$ cat src/rtl/gpio_in_filter.sv
// Debounced GPIO input filter: 2-flop sync, tick-sampled 3-of-3 majority filter,
// per-channel rise/fall edge pending bits with interrupt, and a 4-register bus.
module gpio_in_filter #(
   parameter int CH    = 8,
   parameter int PRD_W = 16
) (
   input  logic             clk,
   input  logic             reset,
   input  logic             cs_,
   input  logic             as_,
   input  logic             rw,
   input  logic [1:0]       addr,
   input  logic [31:0]      wr_data,
   output logic [31:0]      rd_data,
   output logic             rdy_,
   input  logic [CH-1:0]    pin_in,
   output logic [CH-1:0]    gpio_in,
   output logic             irq
);

   localparam logic [1:0] A_DATA   = 2'd0;
   localparam logic [1:0] A_PERIOD = 2'd1;
   localparam logic [1:0] A_EDGE   = 2'd2;
   localparam logic [1:0] A_PEND   = 2'd3;

   logic [CH-1:0]    meta;
   logic [CH-1:0]    sync;
   logic [CH-1:0]    hist0;
   logic [CH-1:0]    hist1;
   logic [CH-1:0]    rise_en;
   logic [CH-1:0]    fall_en;
   logic [CH-1:0]    pend;
   logic [CH-1:0]    gpio_nxt;
   logic [CH-1:0]    pend_set;
   logic [CH-1:0]    pend_clr;
   logic [PRD_W-1:0] period;
   logic [PRD_W-1:0] cnt;
   logic [31:0]      rd_sel;
   logic             tick;
   logic             access;
   logic             wr;
   logic             unused_wr_bits;

   assign access         = !cs_ && !as_;
   assign wr             = access && !rw;
   assign tick           = (cnt == period);
   assign unused_wr_bits = ^wr_data;

   always_ff @(posedge clk or negedge reset) begin
      if (!reset) begin
         meta <= '0;
         sync <= '0;
      end else begin
         meta <= pin_in;
         sync <= meta;
      end
   end

   // A PERIOD write restarts the prescaler so the new period starts cleanly.
   always_ff @(posedge clk or negedge reset) begin
      if (!reset) begin
         cnt <= '0;
      end else if (wr && addr == A_PERIOD) begin
         cnt <= '0;
      end else if (tick) begin
         cnt <= '0;
      end else begin
         cnt <= cnt + PRD_W'(1);
      end
   end

   // Output only moves when sync and both history samples agree.
   always_comb begin
      gpio_nxt = gpio_in;
      if (tick) begin
         gpio_nxt = (sync & hist0 & hist1) | (gpio_in & (sync | hist0 | hist1));
      end
      pend_set = (gpio_nxt & ~gpio_in & rise_en) | (~gpio_nxt & gpio_in & fall_en);
      pend_clr = '0;
      if (wr && addr == A_PEND) begin
         pend_clr = wr_data[CH-1:0];
      end
   end

   always_ff @(posedge clk or negedge reset) begin
      if (!reset) begin
         hist0   <= '0;
         hist1   <= '0;
         gpio_in <= '0;
      end else if (tick) begin
         hist0   <= sync;
         hist1   <= hist0;
         gpio_in <= gpio_nxt;
      end
   end

   // A new edge outranks a same-cycle write-1-to-clear on that bit.
   always_ff @(posedge clk or negedge reset) begin
      if (!reset) begin
         period  <= '0;
         rise_en <= '0;
         fall_en <= '0;
         pend    <= '0;
         irq     <= 1'b0;
      end else begin
         if (wr && addr == A_PERIOD) begin
            period <= wr_data[PRD_W-1:0];
         end
         if (wr && addr == A_EDGE) begin
            rise_en <= wr_data[CH-1:0];
            fall_en <= wr_data[16+CH-1:16];
         end
         pend <= (pend & ~pend_clr) | pend_set;
         irq  <= |pend;
      end
   end

   always_comb begin
      rd_sel = '0;
      case (addr)
         A_DATA:   rd_sel[CH-1:0] = gpio_in;
         A_PERIOD: rd_sel[PRD_W-1:0] = period;
         A_EDGE: begin
            rd_sel[CH-1:0]      = rise_en;
            rd_sel[16+CH-1:16]  = fall_en;
         end
         default:  rd_sel[CH-1:0] = pend;
      endcase
   end

   always_ff @(posedge clk or negedge reset) begin
      if (!reset) begin
         rdy_    <= 1'b1;
         rd_data <= '0;
      end else begin
         rdy_    <= !access;
         rd_data <= (access && rw) ? rd_sel : '0;
      end
   end

endmodule

$ cat config.mk
export PLATFORM = sky130hd
export DESIGN_NAME = gpio_in_filter
export DESIGN_NICKNAME = d
export VERILOG_FILES = /design/src/rtl/gpio_in_filter.sv
export SDC_FILE = /design/constraint.sdc
export NUM_CORES = 1
export LEC_CHECK = 0
export BUFFER_PORTS_ARGS = -buffer_cell sky130_fd_sc_hd__buf_2
export CORE_ASPECT_RATIO = 0.5
export CORE_MARGIN = 4
export CORE_UTILIZATION = 55
export CTS_BUF_LIST = sky130_fd_sc_hd__clkbuf_4 sky130_fd_sc_hd__clkbuf_8 sky130_fd_sc_hd__clkbuf_16
export DETAILED_ROUTE_END_ITERATION = 8
export MAX_ROUTING_LAYER = met4
export PLACE_DENSITY = 0.78
export SLEW_MARGIN = 10
export SYNTH_ARGS = -nofsm -noshare
export SYNTH_HDL_FRONTEND = slang
export SYNTH_SLANG_ARGS = --single-unit
export TNS_END_PERCENT = 50
$ cat constraint.sdc
create_clock -name clk -period 3.6 [get_ports clk]
set_clock_uncertainty 0.05 [all_clocks]
set_input_delay 0.36 -clock clk [delete_from_list [all_inputs] [get_ports clk]]
set_output_delay 0.36 -clock clk [all_outputs]
set_load 0.05 [all_outputs]
# Yosys cells after proc, flatten, opt, wreduce, memory -nomap -nowiden
# Index checks and enable logic that the tools add are counted.
[op_classes] n_addsub=1 eq_ne=4 muxes=8 bitwise_logic=16 n_reduce_logical=12
[ops] cell="$and 8x8->8" count=8
[ops] cell="$or 8x8->8" count=5
[ops] cell="$mux 16" count=2
[ops] cell="$mux 8" count=4
[ops] cell="$mux 24" count=1
[ops] cell="$not 8->8" count=3
[ops] cell="$pmux 8 s3" count=1
[ops] cell="$add 16x1->16 const B" count=1
[ops] cell="$eq 16x16->1" count=1
[ops] cell="$reduce_or 8->1" count=1
[ops] cell="$logic_and 1x1->1" count=6
[ops] cell="$eq 2x2->1 const B" count=2
[ops] cell="$logic_not 1->1" count=4
[ops] cell="$eq 2x1->1 const B" count=1
[ops] cell="$logic_not 2->1" count=1
[totals] register_bits=122 inputBits=47 out_inout_bits=42 wordCells=54

# Longest topological paths before layout
[logic_depth] ltp_word=10 mapped_depth=7 depth_no_buf=5

# Worst setup path before layout
# No wires, ideal clock.
[synth_path] path_type="reg-to-reg" from="reg cnt[11]" to="reg gpio_in[2]" setup_ps=122 t_arrival_ps=1644 required_time_ps=3428 slack_ps=1784 path_stages_with_launch=7 path_buffers=1 synth_period_minus_slack_ps=1816 path_cell_list="dfrtp_1 > xor2_1 > nor4_1 > nand4_1 > buf_2 > o31a_1 > o22a_1"
[synth_between] elab_chain_cells=2
[synth_lines] element="from (decl)" line="37" text="logic [PRD_W-1:0] cnt;"
[synth_lines] element="from (signal assigned)" line="68" text="cnt <= cnt + PRD_W'(1);"
[synth_lines] element="$eq 16x16->1 *" line="46" text="assign tick = (cnt == period);"
[synth_lines] element="$mux 8" line="75" text="if (tick) begin"
[synth_lines] element="to (signal assigned)" line="93" text="gpio_in <= gpio_nxt;"
[synth_lines] element="to (decl)" line="17" text="output logic [CH-1:0] gpio_in,"
# Mark *: on every way between the ends. The rest lies on a longest branch, timed or not.
# A chain may end at the register's enable or synchronous reset.

# Worst setup path in the final report
[layout_path] from="reg cnt[9]" to="reg gpio_in[3]"
# The elaborated chain is that of the path after synthesis.

==> metrics.md <==
| Metric | Value |
|---|---|
| Netlist Area Pre-Place | 0.00508 mm^2 |
| Longest Clk Path Bufs | 2 |
| Pint | 2.98 mW |
| Gate power share | 12.4% |
| WP data arrival | 2.42 ns |
| Routing usage on met3 | 6.48% |
| Mapped Cells | 397 |
| Num CTS Buffers | 17 |
| Pwr per Cell Area | 653 mW/mm^2 |
| CTS root buf | clkbuf_16 |
| Width of the die | 144 um |
| Crit. Startpoint | cnt[9]$_DFF_PN0_ |
| Setup Crit Path Kind | flop to flop |
| Status | finished clean |
| Seq pwr share | 45.9% |
| Post-CTS sizing | 0 |
| Max Cap Viol | 0 |
| Fin. Hold Viols | 0 |
| Share of layout cells above drive strength 1 | 33.3% |
| Hold WS | 0.0109 ns |
| Final core utilization | 70.5% |
| DR DRC count | 0 |
| Crit path time final | 2.18 ns |
| Sw Share | 26.8% |
| Part of the Yosys area used for sequential elements | 60.2% |
| First-pass GRT wire length | 17,500 um |
| Top cells by area, synth | dfrtp_1 60%, mux2_2 11%, xor2_1 4.1% |
| CP Capture Type | flop |
| Area leader, netlist | dfrtp_1 |
| Placed cell area | 0.00557 mm^2 |
| Area Overhead vs Synth | 23.0% |
| #FFs+latches synth | 122 |
| DR vias/cell | 5.44 |
| Crit Path Max Fanout | 41 |
| Die footprint | 0.0109 mm^2 |
| CORE AREA | 0.00886 mm^2 |
| Most crowded layer after global routing | met2 |
| CP required | 3.84 ns |
| Final weighted congestion in routability-driven placement | 0.807 |
| Fin. max-slew vios | 0 |
| Synth cell count leaders | 121 x dfrtp_1, 48 x mux2_2, 39 x nand2_1, 26 x nor2_1, 24 x xor2_1 |
| Share of the synthesized area in the top cell type | 59.6% |
| DR vias | 3,384 |
| Post-Route WL | 10,500 um |
| Hpwl dp | 6860 um |
| Clock power share | 41.8% |
| CTS tree | yes |
| Pleak | 3.06 nW |
| Met1 GRT Util | 27.8% |
| Vias in the first global route | 3,533 |
| Most common cell in the synthesized netlist | dfrtp_1 |
| Type of the worst min-delay path | primary input to asynchronous set/reset pin |
| Initial antenna violation count | 0 |
| Site row count | 24 |
| Max_slew headroom | 38.7% |
| Clock Latency Late Sink | 0.41 ns |
| RSZ-0062 raised after global routing | no |
| Final setup violation count | 0 |
| Launching point of the worst reg2reg path | cnt[9]$_DFF_PN0_ |
| VDD IR-drop max | 0.397 mV |
| Crit share post-route | 60.5% |
| Die Ht | 75.9 um |
| # diodes | 0 |
| Starting Density | 57.3% |
| Startpoint types | flop |
| Drt first pass iters | 4 |
| EDFF count, synth | 0 |
| Prevailing post-synth register cell | dfrtp_1 |
| Sw Pwr | 1.09 mW |
| Final Cell Area | 0.00624 mm^2 |
| Clock transition at the registers of the reported paths | 0.05 ns |
| GRT Total Usage | 21.4% |
| PnR worst setup slack | 1.42 ns |
| Fin nets | 541 |
| Fraction of registers with async set/reset | 100% |
| Clock sink count | 122 |
| DR WL/cell | 16.8 um |
| Routed Antenna Nets | 0 |
| Tightest Pin Transition | 0.917 ns |
| Synth Area per Inst | 12.8 um^2 |
| Dpl ws | 1.49 ns |
| Largest net degree at the start of global routing | 71 |
| H-tree depth | 4 |
| PortBufs | 72 |
| Grt total ovfl | 0 |
| Ys Warns | 0 |
| Final TNS setup | 0 ns |
| GRT met2 Usage | 32.5% |
| Fillers | 606 |
| Netlist cell types | 31 |
| I/O pins | 89 |
| Fmax | 0.459 GHz |
| DRT iter0 DRCs | 203 |
-- critical path, cell delays in order, from the launching register on --
cell	delay, ns
dfrtp_1	0.43
xor2_1	0.16
nor4_1	0.41
nand4_1	0.17
buf_4	0.32
o31a_1	0.30
o22a_1	0.21
-- worst paths after layout --
kind	depth (start not counted)	endpoint	slack [ns]
setup / recovery	6	gpio_in[3]$_DFFE_PN0N_	1.42
hold reg to reg	0	sync[1]$_DFF_PN0_	0.29
setup reg to reg	6	gpio_in[3]$_DFFE_PN0N_	1.42
min in group clk	2	fall_en[2]$_DFFE_PN0P_	0.12
hold / removal	1	rd_data[8]$_DFF_PN0_	0.01
max in group asynchronous	2	rdy_$_DFF_PN1_	2.57
-- routing by layer --
layer	up-vias	share of wire [%]
met1	1700	44
met4	0	1.2
met3	11	5.8
li1	1584	-
met2	89	49
met5	-	0
-- power by group through the flow --
stage,sequential [mW],clock [mW],combinational [mW]
global placement,1.87,0,0.479
detailed placement,1.88,0,0.495
floorplan,1.82,0,0.368
global route,1.90,1.80,0.568
finish,1.87,1.70,0.505
CTS,1.86,1.73,0.511
-- area by class of cell --
class                      count  area [um^2]  area share (%)
clock inverter                12          150            2.40
timing repair buffer          88          503            8.06
tap                          117          146            2.34
inverter                       2         7.51           0.120
sequential                   122         3050            48.9
clock buffer                  19          447            7.15
multi-input combinational    262         1940            31.0
-- kinds of logic (layout without fill, tap and decap cells) --
kind of cell | count (synthesis) | count (layout) | synth area share [%]
multiplexers | 56 | 56 | 14.2
AND/OR/NAND/NOR | 135 | 135 | 13.6
adder cells (fa/ha/maj) | 1 | 1 | 0.246
flip-flops | 122 | 122 | 60.2
XOR/XNOR | 30 | 30 | 5.18
AO/OA/AOI/OAI | 32 | 32 | 4.29
buffers and inverters | 20 | 121 | 2.22
other | 1 | 8 | 0.0739
-- sequential cells by signal, summed over array words and instances (netlist names) --
| register | count |
|---|---|
| rd_data | 24 |
| cnt | 16 |
| period | 16 |
| fall_en | 8 |
| gpio_in | 8 |
| hist0 | 8 |
| hist1 | 8 |
| meta | 8 |
| pend | 8 |
| rise_en | 8 |
| sync | 8 |
| irq | 1 |
| rdy_ | 1 |
-- timing repair --
item / 4_1_cts / 5_1_grt
hold buffers: 8 / 0
buffers inserted: 0 / 0
hold endpoints to repair: 8 / 0
-- layout by cell type, fill, tap and decap left out, drive strengths merged, types with 10 or more instances in the layout --
cell type,netlist,routed
xor2,24,24
nand2,39,39
clkbuf,4,19
buf,14,80
dfrtp,121,121
mux2,48,48
nor2,26,26
and3,12,12
nor3,10,10
and2,16,16
-- stage by stage --
stage,cells,power [mW]
global route,622,4.27
floorplan,404,2.19
global placement,583,2.35
detailed placement,583,2.38
CTS,622,4.10
finish,622,4.08
Power figures use the tool's default switching activity.
